File: src/rtl/gpr_sb_pkg.sv
// Shared constants and types for the GPR read scoreboard.
package gpr_sb_pkg;
    localparam int          CNT_W_DEF = 2;
    localparam logic [4:0]  REG_ZERO  = 5'd0;
    localparam int          CNT_MAX   = 2**CNT_W_DEF - 1;

    typedef logic [CNT_W_DEF-1:0] cnt_t;
endpackage

File: src/rtl/gpr_sb_cell.sv
// One pending-write counter: saturating up/down with synchronous clear.
// underflow flags a decrement against an empty counter (ignored while clr).
module gpr_sb_cell #(
    parameter int CNT_W = 2
) (
    input  logic             clk,
    input  logic             reset_n,
    input  logic             inc,
    input  logic             dec,
    input  logic             clr,
    output logic [CNT_W-1:0] cnt,
    output logic             underflow
);
    localparam logic [CNT_W-1:0] MAX = {CNT_W{1'b1}};
    localparam logic [CNT_W-1:0] ONE = {{(CNT_W-1){1'b0}}, 1'b1};

    assign underflow = dec & ~clr & (cnt == '0);

    // inc and dec together cancel; the count never wraps in either direction
    always_ff @(posedge clk or negedge reset_n) begin
        if (!reset_n) begin
            cnt <= '0;
        end else if (clr) begin
            cnt <= '0;
        end else if (inc && !dec && cnt != MAX) begin
            cnt <= cnt + ONE;
        end else if (dec && !inc && cnt != '0) begin
            cnt <= cnt - ONE;
        end
    end
endmodule

File: src/rtl/gpr_read_scoreboard.sv
// D-stage read scoreboard: counts in-flight writes per GPR and stalls reads
// of registers that still have writes pending.
// Optional macro WBYPASS_EN: a retire that drains the last pending write of
// a register unblocks reads of it in the same cycle (W-to-D forwarding).
module gpr_read_scoreboard
    import gpr_sb_pkg::*;
#(
    parameter int NREG  = 32,
    parameter int CNT_W = CNT_W_DEF
) (
    input  logic       clk,
    input  logic       reset_n,
    input  logic       issue_valid,
    input  logic [4:0] issue_dst,
    input  logic [4:0] rd_a1,
    input  logic [4:0] rd_a2,
    input  logic       rd_use1,
    input  logic       rd_use2,
    input  logic       retire_valid,
    input  logic [4:0] retire_dst,
    input  logic       flush,
    output logic       stall,
    output logic       busy1,
    output logic       busy2,
    output logic       err
);
    localparam logic [CNT_W-1:0] CMAX = {CNT_W{1'b1}};
    localparam logic [CNT_W-1:0] ONE  = {{(CNT_W-1){1'b0}}, 1'b1};

    logic [NREG-1:0][CNT_W-1:0] cnt;
    logic [NREG-1:1]            uf;
    logic                       iss;
    logic                       ret;
    logic                       sat;
    logic                       fwd1;
    logic                       fwd2;

    // register 0 is never written, so it never has anything pending
    assign cnt[0] = '0;

    genvar r;
    generate
        for (r = 1; r < NREG; r++) begin : g_cell
            gpr_sb_cell #(.CNT_W(CNT_W)) u_cell (
                .clk       (clk),
                .reset_n   (reset_n),
                .inc       (iss && issue_dst == 5'(r)),
                .dec       (ret && retire_dst == 5'(r)),
                .clr       (flush),
                .cnt       (cnt[r]),
                .underflow (uf[r])
            );
        end
    endgenerate

    // read-side hazard detection, recomputed from the counters every cycle
    always_comb begin
        ret = retire_valid && (retire_dst != REG_ZERO);
`ifdef WBYPASS_EN
        fwd1 = ret && (retire_dst == rd_a1) && (cnt[rd_a1] == ONE);
        fwd2 = ret && (retire_dst == rd_a2) && (cnt[rd_a2] == ONE);
`else
        fwd1 = 1'b0;
        fwd2 = 1'b0;
`endif
        busy1 = (rd_a1 != REG_ZERO) && (cnt[rd_a1] != '0) && !fwd1;
        busy2 = (rd_a2 != REG_ZERO) && (cnt[rd_a2] != '0) && !fwd2;
        // a full counter cannot absorb another write, so hold the issue
        sat   = issue_valid && (issue_dst != REG_ZERO) && (cnt[issue_dst] == CMAX);
        stall = (rd_use1 && busy1) || (rd_use2 && busy2) || sat;
        iss   = issue_valid && !stall && (issue_dst != REG_ZERO);
    end

    // sticky error: any retire that found nothing pending
    always_ff @(posedge clk or negedge reset_n) begin
        if (!reset_n) begin
            err <= 1'b0;
        end else if (|uf) begin
            err <= 1'b1;
        end
    end
endmodule

File: config.mk
export PLATFORM = sky130hd
export DESIGN_NAME = gpr_read_scoreboard
export DESIGN_NICKNAME = d
export VERILOG_FILES = /design/src/rtl/gpr_sb_pkg.sv /design/src/rtl/gpr_sb_cell.sv /design/src/rtl/gpr_read_scoreboard.sv
export SDC_FILE = /design/constraint.sdc
export NUM_CORES = 1
export LEC_CHECK = 0
export ABC_CLOCK_PERIOD_IN_PS = 3600
export CAP_MARGIN = 10
export CORE_MARGIN = 2
export CORE_UTILIZATION = 35
export DETAILED_ROUTE_END_ITERATION = 8
export DONT_BUFFER_PORTS = 1
export GPL_ROUTABILITY_DRIVEN = 0
export PLACE_DENSITY = 0.51
export SLEW_MARGIN = 30
export SYNTH_ARGS = -nofsm -noshare
export SYNTH_HDL_FRONTEND = slang
export SYNTH_HIERARCHICAL = 1
export SYNTH_SLANG_ARGS = --single-unit
File: constraint.sdc
create_clock -name clk -period 3.6 [get_ports clk]
set_input_delay 0.54 -clock clk [delete_from_list [all_inputs] [get_ports clk]]
set_output_delay 0.54 -clock clk [all_outputs]
set_load 0.01 [all_outputs]
# == Word level (Yosys, flattened, before mapping) ==
# Index checks and enable logic that the tools add are counted.
# totals
elab_cells,713
reg_bits,63
# classes
muxes,99
n_eq_ne,94
add_sub_neg,62
order_cmp,3
reduce_logical,360
bitwise_logic,63
# op_table
op,count
$logic_and 1x1->1,195
$mux 2,96
$eq 5x5->1 const B,32
$reduce_bool 3->1,31
$eq 5x4->1 const B,16
$reduce_bool 2->1,33
$logic_not 1->1,63
$add 2x1->2 const B,31
$and 1x1->1,62
$logic_not 2->1,31
$ne 2x2->1 const B,31
$sub 2x1->2 const B,31
$eq 5x3->1 const B,8
$reduce_or 31->1,1
$bmux 2 s5,3
$eq 5x2->1 const B,4
$reduce_bool 5->1,4
$lt 5x6->1 const B,3
$eq 5x1->1 const B,2
$eq 2x2->1 const B,1
$logic_or 1x1->1,2
$not 1->1,1

# == Logic depth before layout (Yosys ltp) ==
# Gate-level depths: netlist of run 1.
# logic_depth
depth_word,17
mapped_depth,12
ltp_nobuf,9

# == Hierarchy ==
# The synthesis of run 1 kept the hierarchy.
# modules_own_cells
module,seq_area_each_um2,area_each_um2,cells_each,instances
gpr_sb_cell,50.0,115.1,13,31
gpr_read_scoreboard,25.0,1888.1,296,1

# == Worst setup path before layout of run 1 ==
# Ideal clock, no wire load.
# synth_path
kind,input port to flip-flop
start,input port rd_a2[2]
end,register g_cell[15].u_cell.cnt[0]
arrival_ps,2746
cell_stages,11
path_buffers,2
path_slack_ps,755
setup_time_ps,99
cell_sequence,buf_2 or4b_1 o311ai_0 o221ai_1 nand4b_1 a21boi_2 buf_2 nor4_1 or2_2 a21oi_1 a311oi_1
# synth_via
elab_chain_cells,15
elab_cells_between_ends,20
cone_classes,4 x mux; 16 x reduce/logical
# synth_rtl
element,line_no,rtl
from (decl),gpr_read_scoreboard.sv:16,"input logic [4:0] rd_a2,"
$bmux 2 s5,gpr_read_scoreboard.sv:67,busy2 = (rd_a2 != REG_ZERO) && (cnt[rd_a2] != '0) && !fwd2;
$mux 2 (implied by the code),gpr_read_scoreboard.sv:67,
$reduce_bool 2->1,gpr_read_scoreboard.sv:67,
$logic_and 1x1->1 *,gpr_read_scoreboard.sv:67,
$logic_and 1x1->1 *,gpr_read_scoreboard.sv:70,stall = (rd_use1 && busy1) || (rd_use2 && busy2) || sat;
$logic_or 1x1->1 * (2 in series),gpr_read_scoreboard.sv:70,
$logic_not 1->1 *,gpr_read_scoreboard.sv:71,iss = issue_valid && !stall && (issue_dst != REG_ZERO);
$logic_and 1x1->1 * (2 in series),gpr_read_scoreboard.sv:71,
$logic_and 1x1->1 *,gpr_read_scoreboard.sv:47,".inc (iss && issue_dst == 5'(r)),"
$logic_and 1x1->1 / $logic_not 1->1 (equally long branches),"gpr_sb_cell.sv:25, gpr_sb_cell.sv:27",
"$logic_and 1x1->1, on equally long branches","gpr_sb_cell.sv:25, gpr_sb_cell.sv:27",
$mux 2 / $logic_and 1x1->1 (equally long branches),"gpr_sb_cell.sv:25, gpr_sb_cell.sv:27",
$mux 2 / $reduce_bool 3->1 (equally long branches),--,
to (signal assigned),gpr_sb_cell.sv:26,cnt <= cnt + ONE;
to (signal assigned),gpr_sb_cell.sv:28,cnt <= cnt - ONE;
to (decl),gpr_sb_cell.sv:11,"output logic [CNT_W-1:0] cnt,"
# Every way passes the cells marked *; elsewhere a longest branch is shown, timed or not. The select of a mux whose other input is x is not followed.
# A chain may end at the register's enable or synchronous reset.

# == Final worst setup path of run 1 ==
# layout_path
start,register g_cell[17].u_cell.cnt[0]
end,register g_cell[13].u_cell.cnt[0]
# layout_via
elab_chain_cells,15
elab_cells_between_ends,28
cone_classes,1 x eq/ne; 8 x mux; 19 x reduce/logical
# layout_rtl
element,line_no
from (decl),gpr_sb_cell.sv:11
from (signal assigned),gpr_sb_cell.sv:26
from (signal assigned),gpr_sb_cell.sv:28
"$bmux 2 s5, on equally long branches","gpr_read_scoreboard.sv:66, gpr_read_scoreboard.sv:67"
"$mux 2, on equally long branches","gpr_read_scoreboard.sv:66, gpr_read_scoreboard.sv:67"
"$reduce_bool 2->1, on equally long branches","gpr_read_scoreboard.sv:66, gpr_read_scoreboard.sv:67"
"$logic_and 1x1->1, on equally long branches","gpr_read_scoreboard.sv:66, gpr_read_scoreboard.sv:67"
$logic_and 1x1->1,gpr_read_scoreboard.sv:70
$logic_or 1x1->1,gpr_read_scoreboard.sv:70
$logic_or 1x1->1 *,gpr_read_scoreboard.sv:70
$logic_not 1->1 *,gpr_read_scoreboard.sv:71
$logic_and 1x1->1 * (2 in series),gpr_read_scoreboard.sv:71
$logic_and 1x1->1 *,gpr_read_scoreboard.sv:47
$logic_and 1x1->1 / $logic_not 1->1 (equally long branches),"gpr_sb_cell.sv:25, gpr_sb_cell.sv:27"
"$logic_and 1x1->1, on equally long branches","gpr_sb_cell.sv:25, gpr_sb_cell.sv:27"
$mux 2 / $logic_and 1x1->1 (equally long branches),"gpr_sb_cell.sv:25, gpr_sb_cell.sv:27"
$mux 2 / $reduce_bool 3->1 (equally long branches),--
to (signal assigned),gpr_sb_cell.sv:26
to (signal assigned),gpr_sb_cell.sv:28
to (decl),gpr_sb_cell.sv:11
# Marked as above.

==> results.py, run 1 <==
metrics = {
    "cts": {
        "cts.clk_slew.worst_paths_ns": 0.06,
        "clockRootBuffer": "clkbuf_16",
        "cts.path.max_buffers": 2,
        "cts_setup_buffers": 0,
        "insertion_delay_ns": 0.35,
        "cts_sinks": 63,
        "cts_tree": "done",
        "numCtsBuffers": 9,
        "htreeDepth": 3,
    },
    "logic_synthesis": {
        "syn_area_mm2": 0.00546,
        "synth.avg_cell_area_um2": 7.81,
        "synth-seq-cells": 63,
        "ys_seq_area_share_pct": 28.9,
        "synth.area.top_cells": "dfrtp_1, nor2_1, nand2_1",
        "syn_nets": 726,
        "synth_top_cell_area_share_pct": 28.9,
        "ys_dominant_reg_cell": "dfrtp_1",
        "async_flop_share_pct": 100,
        "synth_edf_count": 0,
        "synth_cell_types": 57,
        "yosysWarnings": 6,
        "yosys.area.top_type": "dfrtp_1",
        "synth_cells": 699,
    },
    "timing": {
        "finalSetupTns_ns": 0,
        "fin_crit_sh_pct": 94.1,
        "slew_headroom_pct": 49.0,
        "fmax_ghz": 0.295,
        "slew_violations": 0,
        "setup_violations": 0,
        "worst_slew_pin_slew_ns": 0.758,
        "clock_skew_ns": 0.0113,
        "hold_viol_final": 0,
        "rsz0062_at_grt": "no",
        "period_needed_ns": 3.39,
        "layout_setup_ws_ns": 0.211,
    },
    "setup_path": {
        "critPathMaxFanout": 31,
        "r2r_setup_slack_ns": 0.21,
        "cp.required_ns": 3.84,
        "worstSetupStartpointType": "flop",
        "worstPathCellList": "nor2_1 -> mux4_2 -> nor3_1 -> o311a_1 -> nand4bb_4 -> buf_4 -> nor4_1 -> or2_2 -> a21oi_1 -> a311oi_1",
        "max_stage_delay_ns": 0.67,
        "reg2reg_depth": 10,
        "crit_type": "reg -> reg",
        "cp_slowest_cell": "nor4_1",
        "cp-end-kind": "flop",
        "r2r_start": "g_cell[17].u_cell/cnt[0]",
        "r2r-end": "g_cell[13].u_cell/cnt[0]",
        "cp.arrival_ns": 3.63,
    },
    "floorplanning": {
        "ios": 31,
        "coreArea_mm2": 0.0152,
        "die_area_mm2": 0.0166,
        "rows": 45,
        "dieHeight_um": 129,
        "die_x_um": 129,
        "initial_utilization_pct": 35.9,
    },
    "drt": {
        "num_vias": 5767,
        "ant_nets": 0,
        "drt-total-wl_um": 18500,
        "drt-vias-per-instance": 6.34,
        "drcViolationCount": 0,
        "drt_iter0_markers": 570,
        "dr.pass1.iters": 5,
        "wl_per_cell_um": 20.4,
    },
    "pwr": {
        "p_leak_nw": 2.13,
        "power_mw": 1.84,
        "powerDensity_mw_per_mm2": 300,
        "vdd_drop_max_mv": 0.230,
    },
    "layout": {
        "area_growth_pct": 12.1,
        "drive_gt1_share_pct": 13.9,
        "final_common_cell": "nor2_1",
        "n_antenna_cell": 0,
        "mostFrequentLayoutCells": "nor2_1, nand2_1, a21oi_1",
        "stdcell_area_mm2": 0.00611,
        "num-nets-final": 743,
        "fillers": 1595,
    },
    "status": {
        "outcome": "finished clean",
    },
    "min_path": {
        "hp-class": "in -> async",
    },
    "placed_design": {
        "hpwl_um": 13600,
        "io_buffers": 0,
        "preCtsSetupSlack_ns": 0.280,
        "placed_cell_area_mm2": 0.00578,
    },
    "global_route": {
        "grt_pass1_vias": 5444,
        "antenna_found_initial": 0,
        "overflow": 0,
        "grt_usage_pct": 23.2,
        "grt_max_degree": 94,
        "grt_pass1_wl_um": 29500,
    },
    "job": {
        "cap_violations": 0,
    },
}
-- sequential cells by signal, indices dropped and copies added, names as in the netlist --
register	cells
err	1
g_cell.u_cell/cnt	62
-- power breakdown --
group          total [mW]  switching, mW  internal (mW)
clock               0.915          0.358          0.557
combinational       0.190          0.117         0.0722
sequential          0.731         0.0154          0.715
total                1.84          0.491           1.34
-- layer usage --
layer  routed length [um]  GRT usage [%]  vias to the layer above
met5                    0              0                        -
met4                  288           6.65                        0
met3                 1850           6.65                       18
met2                 8010           34.7                      234
met1                 8400           32.5                     2801
li1                     -              -                     2714
-- synthesized netlist by cell type, types with 3 or more instances --
library cell	n
buf_6	3
nand3_1	14
nand2_1	92
nor4_2	4
clkbuf_1	10
a311oi_1	32
o211ai_1	4
nor3_1	14
nor4b_1	31
nand4_1	6
a211oi_1	4
nand3b_1	35
nor2_1	127
a21oi_1	68
nor4_1	32
nor3b_1	4
mux4_2	8
dfrtp_1	63
nand2b_1	6
a2bb2oi_1	31
or2_2	35
nand4b_1	7
nor2b_1	6
buf_2	9
o21ai_0	6
inv_1	5
-- final cells by class --
| type | count | area (um^2) | share of cell area, % |
|---|---|---|---|
| Inverter | 7 | 27.5 | 0.450 |
| Multi-Input combinational cell | 605 | 3720 | 60.9 |
| Tap cell | 188 | 235 | 3.85 |
| Clock buffer | 10 | 239 | 3.91 |
| Sequential cell | 63 | 1580 | 25.8 |
| Timing Repair Buffer | 30 | 245 | 4.01 |
| Clock inverter | 6 | 70.1 | 1.15 |
-- worst max path at each step --
| stage | startpoint | cells past startpoint | slack (ns) | to |
|---|---|---|---|---|
| finish | g_cell[17].u_cell/cnt[0] | 10 | 0.21 | g_cell[13].u_cell/cnt[0] |
| CTS | g_cell[17].u_cell/cnt[0] | 10 | 0.28 | g_cell[13].u_cell/cnt[0] |
| global placement | g_cell[17].u_cell/cnt[0] | 10 | 0.39 | g_cell[13].u_cell/cnt[0] |
| global route | g_cell[17].u_cell/cnt[0] | 10 | 0.01 | g_cell[13].u_cell/cnt[0] |
| floorplan | rd_a2[2] | 11 | 0.75 | g_cell[15].u_cell/cnt[0] |
| detailed placement | g_cell[17].u_cell/cnt[0] | 10 | 0.28 | g_cell[13].u_cell/cnt[0] |
-- worst max-delay path, delay by kind of cell (launching register included) --
family,cells,cell delay (ns)
simple gates,5,1.55
buf+inv,1,0.25
mux,1,0.33
flops,1,0.45
compound gates,3,0.70
-- cells by family after synthesis --
family | Yosys count | synth area share, %
AO/OA/AOI/OAI | 173 | 22.7
buffers and inverters | 31 | 2.91
flip-flops | 63 | 28.9
multiplexers | 9 | 3.78
AND/OR/NAND/NOR | 423 | 41.7
-- through the flow --
stage	hold slack [ns]	cells	util (%)
4_1_cts	0.0763	909	40.2
5_1_grt	0.0870	909	40.2
6_report	0.0712	909	40.2
2_1_floorplan	0.244	699	-
3_5_place_dp	0.247	892	38.0
3_3_place_gp	0.247	892	38.0
-- repair_timing --
| action | in CTS | in global routing |
|---|---|---|
| hold buffers | 1 | 0 |
| endpoints found under the hold margin | 63 | 0 |
| gates resized for setup | 0 | 0 |
| setup endpoints to repair | 0 | 0 |
No activity file was read; power rests on OpenSTA's default activity.
==> inputs of run 2 (changes only) <==
--- a/config.mk
+++ b/config.mk
@@ -13,8 +13,10 @@
 export DONT_BUFFER_PORTS = 1
 export GPL_ROUTABILITY_DRIVEN = 0
 export PLACE_DENSITY = 0.51
+export REMOVE_ABC_BUFFERS = 1
 export SLEW_MARGIN = 30
 export SYNTH_ARGS = -nofsm -noshare
 export SYNTH_HDL_FRONTEND = slang
 export SYNTH_HIERARCHICAL = 1
 export SYNTH_SLANG_ARGS = --single-unit
+export TNS_END_PERCENT = 50
==> run 2 against run 1 <==
Net effect:
- core utilization fell by 0.16 points
- highest routed layer is now met5
- sequential power barely moved
- largest cell class unchanged
- count of clock-buffer cells in the layout rose by 2
- register-to-register slack improved by 0.26 ns
==> results.py, run 2 (synthesis gave the netlist of run 1 again) <==
metrics = {
    "pwr": {
        "vdd_drop_max_mv": 0.209,
        "p_leak_nw": 2.13,
        "power_mw": 1.75,
        "powerDensity_mw_per_mm2": 288,
    },
    "setup_path": {
        "critPathMaxFanout": 32,
        "cp-startpoint": "g_cell[12].u_cell/cnt[0]",
        "r2r_setup_slack_ns": 0.48,
        "r2r-end": "g_cell[3].u_cell/cnt[0]",
        "worstPathCellList": "nor2_1 -> mux4_2 -> o221ai_1 -> nand4b_1 -> a21boi_2 -> buf_4 -> nand3b_1",
        "r2r_start": "g_cell[31].u_cell/cnt[0]",
        "worstSetupStartpointType": "flop",
        "crit_type": "reg -> out",
        "reg2reg_depth": 11,
        "cp.required_ns": 3.06,
        "max_stage_delay_ns": 0.48,
        "cp.arrival_ns": 2.58,
        "cp_slowest_cell": "dfrtp_1",
        "cp-end-kind": "primary output",
        "crit_path_end": "stall",
    },
    "layout": {
        "top_register": "g_cell.u_cell/cnt",
        "mostFrequentLayoutCells": "nor2_1, nand2_1, a21oi_1",
        "num-nets-final": 744,
        "n_antenna_cell": 0,
        "area_growth_pct": 11.6,
        "drive_gt1_share_pct": 13.9,
        "reg_top3": "g_cell.u_cell/cnt (62), err (1)",
        "stdcell_area_mm2": 0.00609,
        "largest_reg_flops": 62,
        "final_common_cell": "nor2_1",
    },
    "cts": {
        "cts_tree": "done",
        "cts_setup_buffers": 0,
        "insertion_delay_ns": 0.34,
        "htreeDepth": 3,
        "numCtsBuffers": 9,
        "clockRootBuffer": "clkbuf_16",
        "cts.clk_slew.worst_paths_ns": 0.06,
        "cts.path.max_buffers": 2,
        "cts_sinks": 63,
        "ctsResizeCount": 0,
    },
    "timing": {
        "slew_headroom_pct": 52.2,
        "clock_skew_ns": 0.00922,
        "slew_violations": 0,
        "fmax_ghz": 0.320,
        "finalSetupTns_ns": 0,
        "fin_crit_sh_pct": 86.8,
        "setup_violations": 0,
        "hold_viol_final": 0,
        "rsz0062_at_grt": "no",
        "worst_slew_pin_slew_ns": 0.710,
        "period_needed_ns": 3.12,
    },
    "drt": {
        "drt-vias-per-instance": 6.35,
        "drcViolationCount": 0,
        "num_vias": 5777,
        "drt_iter0_markers": 508,
        "drt-total-wl_um": 18800,
        "ant_nets": 0,
        "dr.pass1.iters": 5,
        "wl_per_cell_um": 20.7,
    },
    "min_path": {
        "hp-class": "in -> async",
    },
    "placed_design": {
        "io_buffers": 0,
        "hpwl_um": 13600,
        "placed_cell_area_mm2": 0.00579,
    },
    "floorplanning": {
        "dieHeight_um": 129,
        "initial_utilization_pct": 35.9,
        "die_x_um": 129,
        "die_area_mm2": 0.0166,
        "coreArea_mm2": 0.0152,
        "rows": 45,
        "ios": 31,
    },
    "global_route": {
        "overflow": 0,
        "grt_usage_pct": 23.6,
        "grt_pass1_vias": 5477,
        "grt_pass1_wl_um": 30000,
        "grt_max_degree": 94,
        "antenna_found_initial": 1,
    },
    "status": {
        "outcome": "finished clean",
    },
    "job": {
        "cap_violations": 0,
    },
}
-- run 2: per-layer routing --
| layer | track usage [%] | vias to the layer above | routed length, um |
|---|---|---|---|
| li1 | - | 2719 | - |
| met1 | 32.7 | 2809 | 8310 |
| met2 | 35.0 | 206 | 8390 |
| met3 | 5.07 | 41 | 1530 |
| met4 | 11.1 | 2 | 587 |
| met5 | 0 | - | 14 |
-- run 2: layout make-up --
cell class              instances  area, um^2
clock buffers                  12         256
clock inverters                 4        20.0
well taps                     188         235
multi-input cells             605        3720
repair buffers                 31         253
flip-flops and latches         63        1580
inverters                       7        27.5
fillers                      1562        9110
-- run 2: power by group --
group | switching (mW) | internal, mW
Sequential | 0.0156 | 0.716
Clock | 0.331 | 0.499
Combinational | 0.118 | 0.0722
-- run 2: repair_timing --
item	CTS	global route
setup endpoints to repair	0	0
hold endpoints to repair	63	0
hold buffers	1	0
-- run 2: worst min-delay path by stage --
stage | slack [ns] | start | depth (start not counted) | to
finish | 0.07 | reset_n | 1 | g_cell[31].u_cell/cnt[0]
global route | 0.09 | reset_n | 1 | g_cell[31].u_cell/cnt[0]
CTS | 0.09 | reset_n | 1 | g_cell[31].u_cell/cnt[0]
detailed placement | 0.25 | reset_n | 0 | g_cell[31].u_cell/cnt[0]
global placement | 0.25 | reset_n | 0 | g_cell[31].u_cell/cnt[0]
floorplan | 0.24 | reset_n | 0 | err
-- run 2: critical path: cells and delay by family, from the launching register on --
| family | cells | cell delay, ns |
|---|---|---|
| AO/OA/AOI/OAI | 2 | 0.37 |
| buffers and inverters | 1 | 0.34 |
| flip-flops | 1 | 0.48 |
| multiplexers | 1 | 0.46 |
| AND/OR/NAND/NOR | 3 | 0.57 |
-- run 2: per-stage QoR --
step,hold WS (ns),worst slack (ns),std cells,utilization [%]
finish,0.0697,0.475,910,40.1
global route,0.0921,0.291,910,40.1
CTS,0.0876,0.474,910,40.1
detailed placement,0.247,0.431,893,38.1
global placement,0.247,0.458,893,38.1
floorplan,0.244,0.619,675,-
==> inputs of run 3 (changes only) <==
--- a/config.mk
+++ b/config.mk
@@ -5,14 +5,14 @@
 export SDC_FILE = /design/constraint.sdc
 export NUM_CORES = 1
 export LEC_CHECK = 0
+export ABC_AREA = 1
 export ABC_CLOCK_PERIOD_IN_PS = 3600
 export CAP_MARGIN = 10
 export CORE_MARGIN = 2
 export CORE_UTILIZATION = 35
 export DETAILED_ROUTE_END_ITERATION = 8
-export DONT_BUFFER_PORTS = 1
 export GPL_ROUTABILITY_DRIVEN = 0
-export PLACE_DENSITY = 0.51
+export PLACE_DENSITY = 0.53
 export REMOVE_ABC_BUFFERS = 1
 export SLEW_MARGIN = 30
 export SYNTH_ARGS = -nofsm -noshare
==> run 3 against run 2 <==
Net effect:
- synthesized cell count is 92% higher
- core utilization is 0.75 points higher
- via count is 46% higher
- critical endpoint unchanged
- largest cell class unchanged
- highest routed layer is now met4
==> results.py, run 3 <==
metrics = {
    "cts": {
        "numCtsBuffers": 9,
        "cts_tree": "done",
        "cts.clk_slew.worst_paths_ns": 0.06,
        "clockRootBuffer": "clkbuf_16",
        "ctsResizeCount": 0,
        "cts_setup_buffers": 0,
        "holdBufCountCts": 0,
        "cts.path.max_buffers": 2,
        "htreeDepth": 3,
        "cts_sinks": 63,
        "insertion_delay_ns": 0.35,
    },
    "drt": {
        "dr.pass1.iters": 6,
        "drt_iter0_markers": 595,
        "num_vias": 8441,
        "ant_nets": 0,
        "drt-total-wl_um": 25000,
        "drcViolationCount": 0,
        "wl_per_cell_um": 14.9,
        "drt-vias-per-instance": 5.04,
    },
    "global_route": {
        "grt_pass1_wl_um": 39600,
        "grt_max_degree": 45,
        "antenna_found_initial": 0,
        "grt_usage_pct": 22.9,
        "grt_pass1_vias": 7463,
        "overflow": 0,
    },
    "job": {
        "cap_violations": 0,
    },
    "logic_synthesis": {
        "synth-seq-cells": 63,
        "async_flop_share_pct": 100,
        "synth_top_cell_area_share_pct": 21.2,
        "yosysWarnings": 6,
        "synth.area.top_cells": "dfrtp_1, nand2_1, nand3_1",
        "ys_dominant_reg_cell": "dfrtp_1",
        "ys_seq_area_share_pct": 21.2,
        "yosys.area.top_type": "dfrtp_1",
        "synth.avg_cell_area_um2": 5.52,
        "synth_most_common_cell": "nand2_1",
        "netlist_top_cells_count": "nand2_1, nand3_1, nor2_1",
        "synth_cell_types": 25,
        "synth_edf_count": 0,
        "synth_cells": 1344,
        "syn_area_mm2": 0.00742,
    },
    "layout": {
        "num-nets-final": 1423,
        "n_antenna_cell": 0,
        "top_register": "g_cell.u_cell/cnt",
        "drive_gt1_share_pct": 26.4,
        "regArea_mm2": 0.00158,
        "fillers": 2305,
        "multi_input_area_mm2": 0.00491,
        "area_growth_pct": 14.9,
        "final_common_cell": "nand2_1",
        "mostFrequentLayoutCells": "nand2_1, nand3_1, nor2_1",
        "reg_top3": "g_cell.u_cell/cnt (62), err (1)",
        "largest_reg_flops": 62,
    },
    "placed_design": {
        "hpwl_um": 19700,
        "io_buffers": 30,
    },
    "floorplanning": {
        "dieHeight_um": 150,
        "coreArea_mm2": 0.0209,
        "die_x_um": 150,
        "rows": 53,
        "initial_utilization_pct": 35.5,
        "die_area_mm2": 0.0224,
        "ios": 31,
    },
    "timing": {
        "slew_violations": 0,
        "slew_headroom_pct": 53.8,
        "fin_crit_sh_pct": 96.4,
        "clock_skew_ns": 0.00867,
        "hold_viol_final": 0,
        "finalSetupTns_ns": 0,
        "rsz0062_at_grt": "no",
        "period_needed_ns": 3.47,
        "fmax_ghz": 0.288,
        "setup_violations": 0,
        "worst_slew_pin_slew_ns": 0.693,
    },
    "setup_path": {
        "r2r-end": "g_cell[26].u_cell/cnt[0]",
        "crit_type": "in -> out",
        "r2r_start": "g_cell[5].u_cell/cnt[0]",
        "cp.arrival_ns": 2.93,
        "cp.required_ns": 3.06,
        "reg2reg_depth": 18,
        "r2r_setup_slack_ns": 0.97,
        "worstSetupStartpointType": "input port",
        "critPathMaxFanout": 5,
        "cp-startpoint": "rd_a2[1]",
        "cp-end-kind": "primary output",
    },
    "min_path": {
        "hp-class": "in -> async",
    },
    "pwr": {
        "vdd_drop_max_mv": 0.199,
        "p_leak_nw": 4.18,
        "power_mw": 2.03,
        "powerDensity_mw_per_mm2": 239,
    },
    "status": {
        "outcome": "finished clean",
    },
}
==> run 3: cell count changes after synthesis, moves of 58 or more <==
| cell | change |
|---|---|
| inv_1 | +72 |
| inv_2 | +126 |
| nand4_1 | +58 |
| a21oi_1 | -61 |
| nand3_1 | +151 |
| nor2_2 | +62 |
| nand2_1 | +314 |
| nand2_2 | +125 |
==> run 3: per-stage QoR <==
step,setup WS (ns),hold slack [ns],instance area [um^2],cells,utilization (%)
global route,0.0137,0.260,8520,1676,40.8
finish,0.128,0.206,8520,1676,40.8
global placement,0.0652,0.489,8210,1660,39.3
detailed placement,0.140,0.481,8210,1660,39.3
floorplan,0.919,0.244,7260,1321,-
CTS,0.128,0.228,8520,1676,40.8
==> run 3: cells by family (layout without fill, tap and decap cells) <==
group | count (synthesis) | after routing | synth area share, %
and+or+nand+nor | 1024 | 1024 | 64.1
DFF | 63 | 63 | 21.2
buffers and inverters | 228 | 285 | 12.6
AOI/OAI and AO/OA | 29 | 29 | 2.01
==> run 3: metal layers <==
metal	global-route usage [%]	up-vias	part of all wire, %
li1	-	4346	-
met5	0	-	0
met2	37.1	231	45
met4	8.52	0	3.2
met1	31.1	3827	47
met3	2.74	37	5.0
==> run 3: worst max path at each step <==
stage / endpoint / slack (ns) / cells after the start
floorplan: g_cell[26].u_cell/cnt[1] / 0.92 / 17
global placement: stall / 0.07 / 13
detailed placement: stall / 0.14 / 13
CTS: stall / 0.13 / 13
global route: stall / 0.01 / 13
finish: stall / 0.13 / 12
==> run 3: cell type report <==
class | instances | area share, %
well taps | 275 | 4.04
repair buffers | 64 | 7.16
inverters | 205 | 9.03
flip-flops and latches | 63 | 18.5
multi-input cells | 1053 | 57.7
clock buffers | 11 | 2.96
clock inverters | 5 | 0.661
==> run 3: critical path, stage by stage <==
cell and delay, ns:
clkdlybuf4s50_1 0.57, inv_1 0.10, nor2_1 0.26, o21ai_0 0.14, nand3_1 0.11, nand2_1 0.05
nand2_1 0.05, nand3_1 0.06, nand2_1 0.15, nand2_1 0.14, o211ai_1 0.17, clkdlybuf4s50_1 0.59
==> run 3: power by group <==
group	switching, mW	internal, mW
Clock	0.354	0.572
Sequential	0.0152	0.715
Combinational	0.253	0.125
